## src/rtl/dht_frame_ctrl.sv

```systemverilog
`default_nettype none
// ============================================================================
// Module      : dht_frame_ctrl
// Description : One DHT11 single-wire transaction: start pulse, 40-bit decode,
//               checksum, publish humidity/temperature. 10 us tick time base.
// Revision    : 1.0 - initial release
// ============================================================================
module dht_frame_ctrl #(
  parameter int START_TICKS   = 1800,
  parameter int TIMEOUT_TICKS = 20,
  parameter int BIT1_THRESH   = 5
) (
  input  logic        iClk,
  input  logic        iRst,
  input  logic        iStart,
  input  logic        iTick,
  output logic        oTick_Run,
  output logic        oTick_Clear,
  input  logic        iDht,
  output logic        oDht_Drive_Low,
  output logic [15:0] oHumid,
  output logic [15:0] oTemp,
  output logic        oValid,
  output logic        oError,
  output logic [1:0]  oErr_Code,
  output logic        oBusy
);

  localparam int TW = $clog2(START_TICKS + 1);
  localparam logic [TW-1:0] c_startTicks   = TW'(START_TICKS);
  localparam logic [TW-1:0] c_timeoutTicks = TW'(TIMEOUT_TICKS);
  localparam logic [TW-1:0] c_bit1Thresh   = TW'(BIT1_THRESH);
  localparam logic [TW-1:0] c_tickMax      = '1;
  localparam logic [1:0]    c_errNone      = 2'b00;
  localparam logic [1:0]    c_errTimeout   = 2'b01;
  localparam logic [1:0]    c_errChecksum  = 2'b10;

  typedef enum logic [3:0] {
    S_IDLE      = 4'd0,
    S_START     = 4'd1,
    S_WAIT_RESP = 4'd2,
    S_RESP_LOW  = 4'd3,
    S_RESP_HIGH = 4'd4,
    S_BIT_LOW   = 4'd5,
    S_BIT_HIGH  = 4'd6,
    S_CHECK     = 4'd7,
    S_DONE      = 4'd8,
    S_ERR       = 4'd9
  } state_t;

  state_t          r_state;
  logic            r_sync1;
  logic            r_sync2;
  logic            r_prev;
  logic [TW-1:0]   r_tickCnt;
  logic [5:0]      r_bitCnt;
  logic [39:0]     r_shift;

  logic            w_fall;
  logic            w_rise;
  logic            w_timeout;
  logic [7:0]      w_sum;

  assign w_fall    = r_prev & ~r_sync2;
  assign w_rise    = ~r_prev & r_sync2;
  assign w_timeout = (r_tickCnt >= c_timeoutTicks);
  assign w_sum     = r_shift[39:32] + r_shift[31:24] + r_shift[23:16] + r_shift[15:8];

  // Every branch that changes r_state also zeroes r_tickCnt, overriding the increment.
  always_ff @(posedge iClk or posedge iRst) begin
    if (iRst) begin
      r_state        <= S_IDLE;
      r_sync1        <= 1'b1;
      r_sync2        <= 1'b1;
      r_prev         <= 1'b1;
      r_tickCnt      <= '0;
      r_bitCnt       <= '0;
      r_shift        <= '0;
      oDht_Drive_Low <= 1'b0;
      oHumid         <= '0;
      oTemp          <= '0;
      oValid         <= 1'b0;
      oError         <= 1'b0;
      oErr_Code      <= c_errNone;
      oBusy          <= 1'b0;
      oTick_Run      <= 1'b0;
      oTick_Clear    <= 1'b1;
    end else begin
      r_sync1 <= iDht;
      r_sync2 <= r_sync1;
      r_prev  <= r_sync2;
      oValid  <= 1'b0;
      oError  <= 1'b0;
      if (iTick && (r_tickCnt != c_tickMax))
        r_tickCnt <= r_tickCnt + 1'b1;

      case (r_state)
        S_IDLE: begin
          if (iStart) begin
            r_state        <= S_START;
            r_tickCnt      <= '0;
            r_bitCnt       <= '0;
            r_shift        <= '0;
            oErr_Code      <= c_errNone;
            oBusy          <= 1'b1;
            oDht_Drive_Low <= 1'b1;
            oTick_Run      <= 1'b1;
            oTick_Clear    <= 1'b0;
          end
        end
        S_START: begin
          if (r_tickCnt == c_startTicks) begin
            r_state        <= S_WAIT_RESP;
            r_tickCnt      <= '0;
            oDht_Drive_Low <= 1'b0;
          end
        end
        S_WAIT_RESP: begin
          if (w_fall) begin
            r_state   <= S_RESP_LOW;
            r_tickCnt <= '0;
          end else if (w_timeout) begin
            r_state   <= S_ERR;
            r_tickCnt <= '0;
            oErr_Code <= c_errTimeout;
            oError    <= 1'b1;
          end
        end
        S_RESP_LOW: begin
          if (w_rise) begin
            r_state   <= S_RESP_HIGH;
            r_tickCnt <= '0;
          end else if (w_timeout) begin
            r_state   <= S_ERR;
            r_tickCnt <= '0;
            oErr_Code <= c_errTimeout;
            oError    <= 1'b1;
          end
        end
        S_RESP_HIGH: begin
          if (w_fall) begin
            r_state   <= S_BIT_LOW;
            r_tickCnt <= '0;
          end else if (w_timeout) begin
            r_state   <= S_ERR;
            r_tickCnt <= '0;
            oErr_Code <= c_errTimeout;
            oError    <= 1'b1;
          end
        end
        S_BIT_LOW: begin
          if (w_rise) begin
            r_state   <= S_BIT_HIGH;
            r_tickCnt <= '0;
          end else if (w_timeout) begin
            r_state   <= S_ERR;
            r_tickCnt <= '0;
            oErr_Code <= c_errTimeout;
            oError    <= 1'b1;
          end
        end
        S_BIT_HIGH: begin
          // High-time length decides the bit value, MSB first.
          if (w_fall) begin
            r_shift   <= {r_shift[38:0], (r_tickCnt >= c_bit1Thresh)};
            r_bitCnt  <= r_bitCnt + 1'b1;
            r_tickCnt <= '0;
            r_state   <= (r_bitCnt == 6'd39) ? S_CHECK : S_BIT_LOW;
          end else if (w_timeout) begin
            r_state   <= S_ERR;
            r_tickCnt <= '0;
            oErr_Code <= c_errTimeout;
            oError    <= 1'b1;
          end
        end
        S_CHECK: begin
          r_tickCnt <= '0;
          if (w_sum == r_shift[7:0]) begin
            r_state <= S_DONE;
            oHumid  <= r_shift[39:24];
            oTemp   <= r_shift[23:8];
            oValid  <= 1'b1;
          end else begin
            r_state   <= S_ERR;
            oErr_Code <= c_errChecksum;
            oError    <= 1'b1;
          end
        end
        S_DONE, S_ERR: begin
          r_state     <= S_IDLE;
          r_tickCnt   <= '0;
          oBusy       <= 1'b0;
          oTick_Run   <= 1'b0;
          oTick_Clear <= 1'b1;
        end
        default: begin
          r_state        <= S_IDLE;
          r_tickCnt      <= '0;
          oBusy          <= 1'b0;
          oDht_Drive_Low <= 1'b0;
          oTick_Run      <= 1'b0;
          oTick_Clear    <= 1'b1;
        end
      endcase
    end
  end

endmodule
`default_nettype wire

```

## config.mk

```make
export PLATFORM = sky130hd
export DESIGN_NAME = dht_frame_ctrl
export DESIGN_NICKNAME = d
export VERILOG_FILES = /design/src/rtl/dht_frame_ctrl.sv
export SDC_FILE = /design/constraint.sdc
export NUM_CORES = 1
export LEC_CHECK = 0
export BUFFER_PORTS_ARGS = -buffer_cell sky130_fd_sc_hd__buf_2
export CAP_MARGIN = 20
export CORE_ASPECT_RATIO = 2
export CORE_UTILIZATION = 50
export DETAILED_ROUTE_END_ITERATION = 10
export PLACE_DENSITY = 0.69
export SLEW_MARGIN = 0
export SYNTH_ARGS = -nofsm -noshare
export SYNTH_HDL_FRONTEND = slang
export SYNTH_SLANG_ARGS = --single-unit
export TNS_END_PERCENT = 10
```

## constraint.sdc

```tcl
create_clock -name iClk -period 4.6 [get_ports iClk]
set_input_delay 0.23 -clock iClk [delete_from_list [all_inputs] [get_ports iClk]]
set_output_delay 0.23 -clock iClk [all_outputs]
set_load 0.03 [all_outputs]
```

# [Word level (Yosys, flattened, before mapping)]
# Index checks and enable logic that the tools add are counted.
[word_totals] regBits=103 input_bits=5 output_inout_bits=40 wordCells=104
[op_classes] n_addsub=5 magnitude_cmp=2 n_eq_ne=19 n_mux=43 n_bitwise=6 n_reduce_logical=14
[ops] operator="$mux 40" n=2
[ops] operator="$pmux 40 s2" n=1
[ops] operator="$mux 11" n=6
[ops] operator="$pmux 11 s4" n=1
[ops] operator="$mux 4" n=8
[ops] operator="$pmux 4 s8" n=1
[ops] operator="$add 8x8->8" n=3
[ops] operator="$eq 4x3->1 const B" n=4
[ops] operator="$mux 2" n=6
[ops] operator="$mux 6" n=2
[ops] operator="$ne 2x2->1 const B" n=6
[ops] operator="$pmux 6 s2" n=1
[ops] operator="$add 11x1->11 const B" n=1
[ops] operator="$eq 11x11->1 const B" n=1
[ops] operator="$ge 11x3->1 const B" n=1
[ops] operator="$ge 11x5->1 const B" n=1
[ops] operator="$ne 11x11->1 const B" n=1
[ops] operator="$mux 1" n=10
[ops] operator="$eq 4x2->1 const B" n=2
[ops] operator="$eq 4x4->1 const B" n=2
[ops] operator="$eq 8x8->1" n=1
[ops] operator="$pmux 2 s4" n=1
[ops] operator="$reduce_or 8->1" n=1
[ops] operator="$reduce_or 7->1" n=1
[ops] operator="other kinds (16)" n=25

# [Logic depth before layout (Yosys ltp)]
# Gate-level depths: netlist of run 1.
[logic_depth] ltp_word=6 depth_mapped=13 mapped_depth_nobuf=12

# [Worst setup path after synthesis of run 1]
# Ideal clock, no wire load.
[synth_timing] kind="reg-to-reg" from="register r_shift[9]" to="register oHumid[0]" setup_time_ns=0.125 arrival_ns=3.468 required_time_ns=4.475 slack_ns=1.007 path_stages_with_launch=14 n_path_buf=1 synth_period_minus_slack_ns=3.593 path_cell_list="dfrtp_1 -> fa_1 -> inv_1 -> fa_1 -> inv_1 -> ha_1 -> fa_1 -> xnor2_1 -> xnor2_1 -> nand4_1 -> nor3b_2 -> nand3_4 -> buf_6 -> mux2_4"
[synth_via] elab_chain_len=3
[synth_lines] item="start, declared" line="57" rtl="logic [39:0] r_shift;"
[synth_lines] item="start signal, assigned" line="165" rtl="r_shift <= {r_shift[38:0], (r_tickCnt >= c_bit1Thresh)};"
[synth_lines] item="$add 8x8->8" line="67" rtl="assign w_sum = r_shift[39:32] + r_shift[31:24] + r_shift[23:16] + r_shift[15:8];"
[synth_lines] item="$eq 8x8->1" line="178" rtl="if (w_sum == r_shift[7:0]) begin"
[synth_lines] item="$reduce_and 2->1 (no source line)"
[synth_lines] item="end signal, assigned" line="180" rtl="oHumid <= r_shift[39:24];"
[synth_lines] item="end, declared" line="21" rtl="output logic [15:0] oHumid,"
# No other way between the ends.
# A chain may end at the register's enable or synchronous reset.

# [Final worst setup path of run 1]
[layout_timing] from="register r_shift[9]" to="register oTemp[9]"
[layout_via] elab_chain_len=3
[layout_lines] item="$add 8x8->8" line="67"
[layout_lines] item="$eq 8x8->1" line="178"
[layout_lines] item="$reduce_and 2->1 (no source line)"
[layout_lines] item="end signal, assigned" line="181" rtl="oTemp <= r_shift[23:8];"
[layout_lines] item="end, declared" line="22" rtl="output logic [15:0] oTemp,"
# No other way between the ends.

==> results.toml, run 1 <==
[finish]
diodes = 0
stdcell_area_um2 = 5650
fillers = 831
syn2layout_area_growth_pct = 12.6
drive_above_1_share_pct = 24.7
layoutNonFillerInstCount = 581
final_net_count = 474

[critical_path]
max_stage_delay_ns = 0.55
startpoint_type = "flop"
critPathRequiredTime_ns = 4.83
crit_arrival_ns = 4.45
critical-path-slowest-cell = "nand3_4"
worstSetupStartpoint = "r_shift[9]"
critPathTopFamily = "adder cells"
endpoint_kind = "flop"
cp_max_fo = 35
crit_type = "reg -> reg"
cp_cell_sequence = "fa_1 > inv_1 > fa_1 > inv_1 > ha_1 > fa_1 > xnor2_1 > xnor2_1 > nand4_1 > nor3b_2 > nand3_4 > mux2_4"
path_buf_inv = 2
r2r-start = "r_shift[9]"
critPathMostFrequentCell = "fa_1"

[clocking]
postCtsSetupRepairBufs = 0
cts_buffer_depth = 2
post_cts_resized = 0
cts_made_buffers = 9
cts.htree.levels = 3
cts_sinks = 103
clk_pin_slew_ns = 0.07
cts_root_buffer = "clkbuf_16"
clk_latency_ns = 0.35
cts-hold-fix-buffers = 1
cts_tree = "built"

[power]
fin_total_pwr_w = 0.00231
power_leakage_nw = 2.89
power.density_nw_per_um2 = 408
vdd_drop_max_mv = 0.264

[yosys]
synth_common_cells = "99 x dfrtp_1, 41 x a22o_1, 32 x nor2_1"
synth_top_area_share_pct = 49.4
synth.area.top_cells = "dfrtp_1 49%, mux2_4 8.1%, a22o_1 7.2%"
seq_area_frac_synth_pct = 51.4
yosysTopAreaCell = "dfrtp_1"
post-synth-top-count-cell = "dfrtp_1"
yosysWarnings = 0
syn_nets = 433
synth_edf_count = 0
synth_area_um2 = 5020
synthArstFlopShare_pct = 100
avgSynthCellArea_um2 = 12.5
synth-seq-cells = 103
synth_flop_cell = "dfrtp_1"
synth_cell_types = 52
netlist_instances = 403

[timing]
fin_ws_ns = 0.376
relSlewSlack_pct = 51.0
skew_ns = 0.0134
min_period_over_period_pct = 91.8
hold_viol = 2
worst_slew_pin_slew_ns = 0.734
rsz0062_at_grt = "false"
setup-tns-final_ns = 0
fmax_mhz = 237
drv_slew = 0
setup_viol = 0
post-route-min-period_ns = 4.22
hold_ws_ns = -0.0111

[floorplan]
rows = 51
die_h_um = 144
coreArea_um2 = 9760
die_area_um2 = 10500
start_util_pct = 51.4
ioPinCount = 45
die_x_um = 72.9

[global_routing]
first_global_vias = 3314
grt_max_degree = 62
grt_pass1_wl_mm = 16.5
grt_usage_pct = 21.2
antenna_found_initial = 0
grt_overflow = 0

[placement]
placed_area_um2 = 5340
dp_cells = 564
dpl.hpwl_mm = 6.97
gp_congestion = 0.835
dp_slack_ns = 0.374
numPortBuffers = 44

[routing]
dr.pass1.iters = 4
drt-wirelength-per-cell_um = 17.1
drcViolationCount = 0
detail-route-antenna-nets = 0
drt_iter0_markers = 144
routed_wl_mm = 9.92
viasPerCell = 5.57
vias = 3239

[worst_hold_path]
min_path_type = "in -> async"

[outcome]
status = "finished, violations left"
violations = "negative hold slack"

[run]
maxCapViolCount = 0
[cell usage in the layout, fill, tap and decap left out, types with 11 or more instances in the layout]
cell and instances:
nand3_1 13, nand2_1 15, buf_2 45, mux2_4 27, fa_1 14, inv_1 19
ha_1 11, a22o_1 41, nor2_1 32, dfrtp_1 99, o21ai_0 13, xnor2_1 17
[through the flow]
step                      hold slack [ns]  util [%]
after CTS                          0.0274      57.9
after floorplan                     0.234         -
after detailed placement            0.336      54.7
after global routing               0.0673      57.9
final                             -0.0111      57.9
after global placement              0.335      54.6
[where the power goes]
group | leakage (nW) | total, W | switching (W) | internal, W
Combinational | 1.33 | 0.000525 | 0.000337 | 0.000188
Clock | 0.147 | 0.000747 | 0.000363 | 0.000384
Sequential | 1.41 | 0.00103 | 0.0000698 | 0.000964
[per-layer routing]
layer,GRT usage [%],up-vias,wire length (um),part of all wire (%)
met1,25.1,1641,3890,39
met3,3.79,18,299,3.0
met4,9.18,0,286,2.9
met2,36.9,67,5440,55
li1,-,1513,-,-
met5,0,-,0,0
[sequential cells by signal, indices dropped and copies added (netlist names)]
name,count
r_shift,40
oHumid,16
oTemp,16
r_tickCnt,11
r_bitCnt,6
r_state,4
oErr_Code,2
oBusy,1
oDht_Drive_Low,1
oError,1
oTick_Clear,1
oValid,1
r_prev,1
r_sync1,1
r_sync2,1
[cells by family after synthesis]
group	Yosys count	share of synthesized area (%)
multiplexers	35	9.85
XOR/XNOR	28	5.03
flip-flops	103	51.4
AO/OA/AOI/OAI	80	12.3
AND/OR/NAND/NOR	93	9.37
buffers and inverters	39	3.69
adder cells (fa/ha/maj)	25	8.33
[path summary, 6_finish.rpt]
check | to | slack (ns) | depth (start not counted)
worst min-delay path | r_bitCnt[3] | -0.01 | 2
worst max register to register | oTemp[9] | 0.38 | 12
min in group iClk | r_tickCnt[10] | 0.29 | 5
worst max-delay path | oTemp[9] | 0.38 | 12
worst min register to register | r_sync2 | 0.36 | 0
max in group asynchronous | r_tickCnt[6] | 3.56 | 3
[area by class of cell]
class	count	area, um^2	share of cell area [%]
Sequential cell	103	2580	45.7
Tap cell	132	165	2.92
Inverter	20	77.6	1.37
Clock buffer	9	225	3.98
Timing Repair Buffer	49	258	4.56
Clock inverter	7	76.3	1.35
Multi-Input combinational cell	261	2270	40.1
Power figures use the tool's default switching activity.
==> run 2: changes to the inputs <==
--- a/config.mk
+++ b/config.mk
@@ -8,6 +8,7 @@
 export BUFFER_PORTS_ARGS = -buffer_cell sky130_fd_sc_hd__buf_2
 export CAP_MARGIN = 20
 export CORE_ASPECT_RATIO = 2
+export CORE_MARGIN = 10
 export CORE_UTILIZATION = 50
 export DETAILED_ROUTE_END_ITERATION = 10
 export PLACE_DENSITY = 0.69
==> results.toml, run 2 (synthesis gave the netlist of run 1 again) <==
[finish]
stdcell_area_um2 = 5660
drive_above_1_share_pct = 24.9
fillers = 816
regArea_um2 = 2580
diodes = 0
top_register = "r_shift"
syn2layout_area_growth_pct = 12.8
final_net_count = 475
largest_reg_flops = 40
reg.largest.list = "r_shift x40, oHumid x16, oTemp x16"
layout_common_cells = "99 x dfrtp_1, 44 x buf_2, 41 x a22o_1"
multi_input_area_um2 = 2270
final_common_cell = "dfrtp_1"

[worst_hold_path]
min_path_type = "in -> async"

[critical_path]
cp_max_fo = 19
endpoint_kind = "flop"
r2r_slack_ns = 0.56
crit_type = "reg -> reg"
startpoint_type = "flop"
crit_arrival_ns = 4.27
critPathRequiredTime_ns = 4.83

[timing]
fmax_mhz = 248
rsz0062_at_grt = "false"
relSlewSlack_pct = 44.5
hold_viol = 0
skew_ns = 0.00604
setup-tns-final_ns = 0
worst_slew_pin_slew_ns = 0.833
setup_viol = 0
min_period_over_period_pct = 87.8
post-route-min-period_ns = 4.04
drv_slew = 0
fin_ws_ns = 0.562

[global_routing]
antenna_found_initial = 0
grt_usage_pct = 15.3
first_global_vias = 3510
grt_pass1_wl_mm = 18.2
grt_max_degree = 70
grt_overflow = 0

[floorplan]
die_x_um = 90.9
die_area_um2 = 14700
coreArea_um2 = 9760
rows = 51
ioPinCount = 45
die_h_um = 162
start_util_pct = 51.4

[placement]
dp_slack_ns = 0.552
placed_area_um2 = 5360
numPortBuffers = 44
dpl.hpwl_mm = 7.63
gp_congestion = 0.918

[clocking]
cts.htree.levels = 3
cts_sinks = 103
cts_tree = "built"
clk_latency_ns = 0.34
clk_pin_slew_ns = 0.07
post_cts_resized = 0
cts_root_buffer = "clkbuf_16"
cts_made_buffers = 9
cts_buffer_depth = 2

[power]
fin_total_pwr_w = 0.00232
vdd_drop_max_mv = 0.244
power.density_nw_per_um2 = 409
power_leakage_nw = 2.90

[run]
maxCapViolCount = 0

[routing]
viasPerCell = 5.59
dr.pass1.iters = 4
drt-wirelength-per-cell_um = 18.2
drcViolationCount = 0
vias = 3254
drt_iter0_markers = 131
routed_wl_mm = 10.6
detail-route-antenna-nets = 0

[outcome]
status = "finished clean"
-- run 2: report_power, final --
part / switching, W / internal [W] / total, W
Clock: 0.000361 / 0.000380 / 0.000741
Sequential: 0.0000702 / 0.000964 / 0.00103
Combinational: 0.000345 / 0.000197 / 0.000543
Total: 0.000777 / 0.00154 / 0.00232
-- run 2: layout make-up --
type,count,share of cell area [%]
Clock buffer,9,3.98
Clock inverter,7,1.17
Inverter,20,1.37
Multi-Input combinational cell,261,40.0
Sequential cell,103,45.6
Tap cell,132,2.92
Timing Repair Buffer,50,4.95
-- run 2: stage by stage --
| step | hold slack, ns | utilization, % | std cells |
|---|---|---|---|
| final | 0.0421 | 58.0 | 582 |
| after floorplan | 0.234 | - | 403 |
| after detailed placement | 0.337 | 54.9 | 565 |
| after CTS | 0.0810 | 58.0 | 582 |
| after global placement | 0.335 | 54.9 | 564 |
| after global routing | 0.130 | 58.0 | 582 |
-- run 2: layer usage --
layer  wire (um)  vias to the layer above  global-route usage [%]  part of all wire, %
li1            -                     1511                       -                    -
met3         297                       13                    2.63                  2.8
met5           0                        -                       0                    0
met1        4220                     1674                    17.1                   40
met4         199                        0                    6.16                  1.9
met2        5890                       56                    27.9                   56
-- run 2: worst max-delay path, cell delays in order (launching register included) --
cell and delay [ns]:
dfrtp_1 0.42, fa_1 0.54, inv_1 0.05, fa_1 0.49, inv_1 0.04, ha_1 0.21, fa_1 0.41, xnor2_1 0.20
xnor2_1 0.13, nand4_1 0.16, nor3b_2 0.32, nand3_4 0.33, buf_12 0.30, mux2_4 0.30
-- run 2: what timing repair did --
item / 4_1_cts / 5_1_grt
hold buffers: 1 / 0
hold endpoints to repair: 1 / 0
buffers inserted: 0 / 0
setup endpoints to repair: 0 / 0
-- run 2: final timing paths --
path                            start            end  cells past startpoint
setup reg to reg           r_shift[9]      oTemp[15]                     13
hold reg to reg               r_sync1        r_sync2                      0
setup / recovery           r_shift[9]      oTemp[15]                     13
max in group asynchronous        iRst     oHumid[10]                      3
min in group iClk               iTick  r_tickCnt[10]                      5
hold / removal                   iRst    r_bitCnt[0]                      2
==> run 3: changes to the inputs <==
--- a/config.mk
+++ b/config.mk
@@ -7,11 +7,13 @@
 export LEC_CHECK = 0
 export BUFFER_PORTS_ARGS = -buffer_cell sky130_fd_sc_hd__buf_2
 export CAP_MARGIN = 20
-export CORE_ASPECT_RATIO = 2
+export CORE_ASPECT_RATIO = 1.75
 export CORE_MARGIN = 10
 export CORE_UTILIZATION = 50
 export DETAILED_ROUTE_END_ITERATION = 10
 export PLACE_DENSITY = 0.69
+export RECOVER_POWER = 50
+export REMOVE_ABC_BUFFERS = 1
 export SLEW_MARGIN = 0
 export SYNTH_ARGS = -nofsm -noshare
 export SYNTH_HDL_FRONTEND = slang
==> results.toml, run 3 (synthesis gave the netlist of run 1 again) <==
[clocking]
cts_root_buffer = "clkbuf_16"
postCtsSetupRepairBufs = 0
cts_buffer_depth = 2
clk_latency_ns = 0.35
clk_pin_slew_ns = 0.08
post_cts_resized = 0
cts-hold-fix-buffers = 1
cts_made_buffers = 9
cts_tree = "built"
cts_sinks = 103
cts.htree.levels = 3

[routing]
viasPerCell = 5.56
drt-wirelength-per-cell_um = 17.5
drt_iter0_markers = 127
routed_wl_mm = 10.1
dr.pass1.iters = 4
detail-route-antenna-nets = 0
drcViolationCount = 0
vias = 3196

[global_routing]
grt_overflow = 0
first_global_vias = 3491
antenna_found_initial = 0
grt_usage_pct = 15.1
grt_max_degree = 68
grt_pass1_wl_mm = 17.7

[critical_path]
critical-path-slowest-cell = "fa_1"
critPathRequiredTime_ns = 4.84
startpoint_type = "flop"
cp_cell_sequence = "fa_1 > inv_1 > fa_1 > inv_1 > ha_1 > fa_1 > xnor2_1 > xnor2_1 > nand4_1 > nor3b_2 > nand3_4 > buf_4 > mux2_4"
crit_arrival_ns = 4.28
max_stage_delay_ns = 0.55
cp_max_fo = 21
crit_type = "reg -> reg"
critPathMostFrequentCell = "fa_1"
endpoint_kind = "flop"

[outcome]
status = "finished, violations left"
violations = "max-capacitance violations, max-slew violations"

[finish]
reg.largest.list = "r_shift x40, oHumid x16, oTemp x16"
diodes = 0
final_common_cell = "dfrtp_1"
largest_reg_flops = 40
layoutNonFillerInstCount = 575
layout_common_cells = "99 x dfrtp_1, 41 x a22o_1, 38 x clkbuf_1"
drive_above_1_share_pct = 16.2
syn2layout_area_growth_pct = 11.5
final_net_count = 475
top_register = "r_shift"

[placement]
numPortBuffers = 44
dpl.hpwl_mm = 7.27
dp_slack_ns = 0.534
gp_congestion = 0.843
dp_cells = 558

[floorplan]
ioPinCount = 45
die_area_um2 = 14600
start_util_pct = 51.0
die_h_um = 153
coreArea_um2 = 9850
rows = 48
die_x_um = 95.7

[timing]
post-route-min-period_ns = 4.04
drv_slew = 106
setup-tns-final_ns = 0
fmax_mhz = 248
fin_ws_ns = 0.560
relSlewSlack_pct = -91.1
hold_viol = 0
setup_viol = 0
rsz0062_at_grt = "false"
skew_ns = 0.00638
worst_slew_pin_slew_ns = 2.85
min_period_over_period_pct = 87.8

[worst_hold_path]
min_path_type = "in -> reg"

[run]
maxCapViolCount = 2

[power]
fin_total_pwr_w = 0.00232
power_leakage_nw = 2.73
vdd_drop_max_mv = 0.257
power.density_nw_per_um2 = 415
-- run 3: cell count changes in the layout (fill, tap and decap cells not counted), sizes merged --
cell    change
clkbuf     +38
buf        -38
inv         +1
clkinv      -1
-- run 3: power breakdown --
part	switching, W	internal (W)
Combinational	0.000344	0.000184
Sequential	0.0000715	0.000964
Clock	0.000372	0.000386
-- run 3: final cells by class --
type | instances | area, um^2
fill | 838 | 4250
sequential | 103 | 2580
multi-input combinational | 261 | 2270
clock buffer | 9 | 225
timing repair buffer | 50 | 215
tap | 125 | 156
inverter | 20 | 76.3
clock inverter | 7 | 73.8
-- run 3: metrics by stage --
step	util [%]	hold WS (ns)	area, um^2
finish	56.8	0.299	5600
global route	56.8	0.316	5600
CTS	57.3	0.0646	5650
detailed placement	54.2	0.346	5340
global placement	54.2	0.340	5330
floorplan	-	0.234	4910
-- run 3: worst max-delay path: cells and delay by family (launching register included) --
family	cells	cell delay (ns)
xor gates and xnor gates	2	0.33
adders and majority gates	4	1.65
buffers and inverters	3	0.46
DFF	1	0.43
muxes	1	0.34
and+or+nand+nor	3	0.72
-- run 3: path summary, 6_finish.rpt --
kind,start,endpoint,slack (ns),depth (start not counted)
max,r_shift[9],oTemp[6],0.56,13
min,iTick,r_tickCnt[10],0.30,5
max reg2reg,r_shift[9],oTemp[6],0.56,13
min reg2reg,r_sync1,r_sync2,0.37,0
max in group asynchronous,iRst,oDht_Drive_Low,1.25,3
min in group asynchronous,iRst,r_bitCnt[5],0.69,2
-- run 3: metal layers --
metal / up-vias / track usage (%) / share of wire (%)
met1: 1611 / 18.2 / 42
met4: 0 / 4.94 / 1.9
met5: - / 0 / 0
met3: 15 / 3.55 / 3.1
met2: 61 / 25.3 / 53
li1: 1509 / - / -
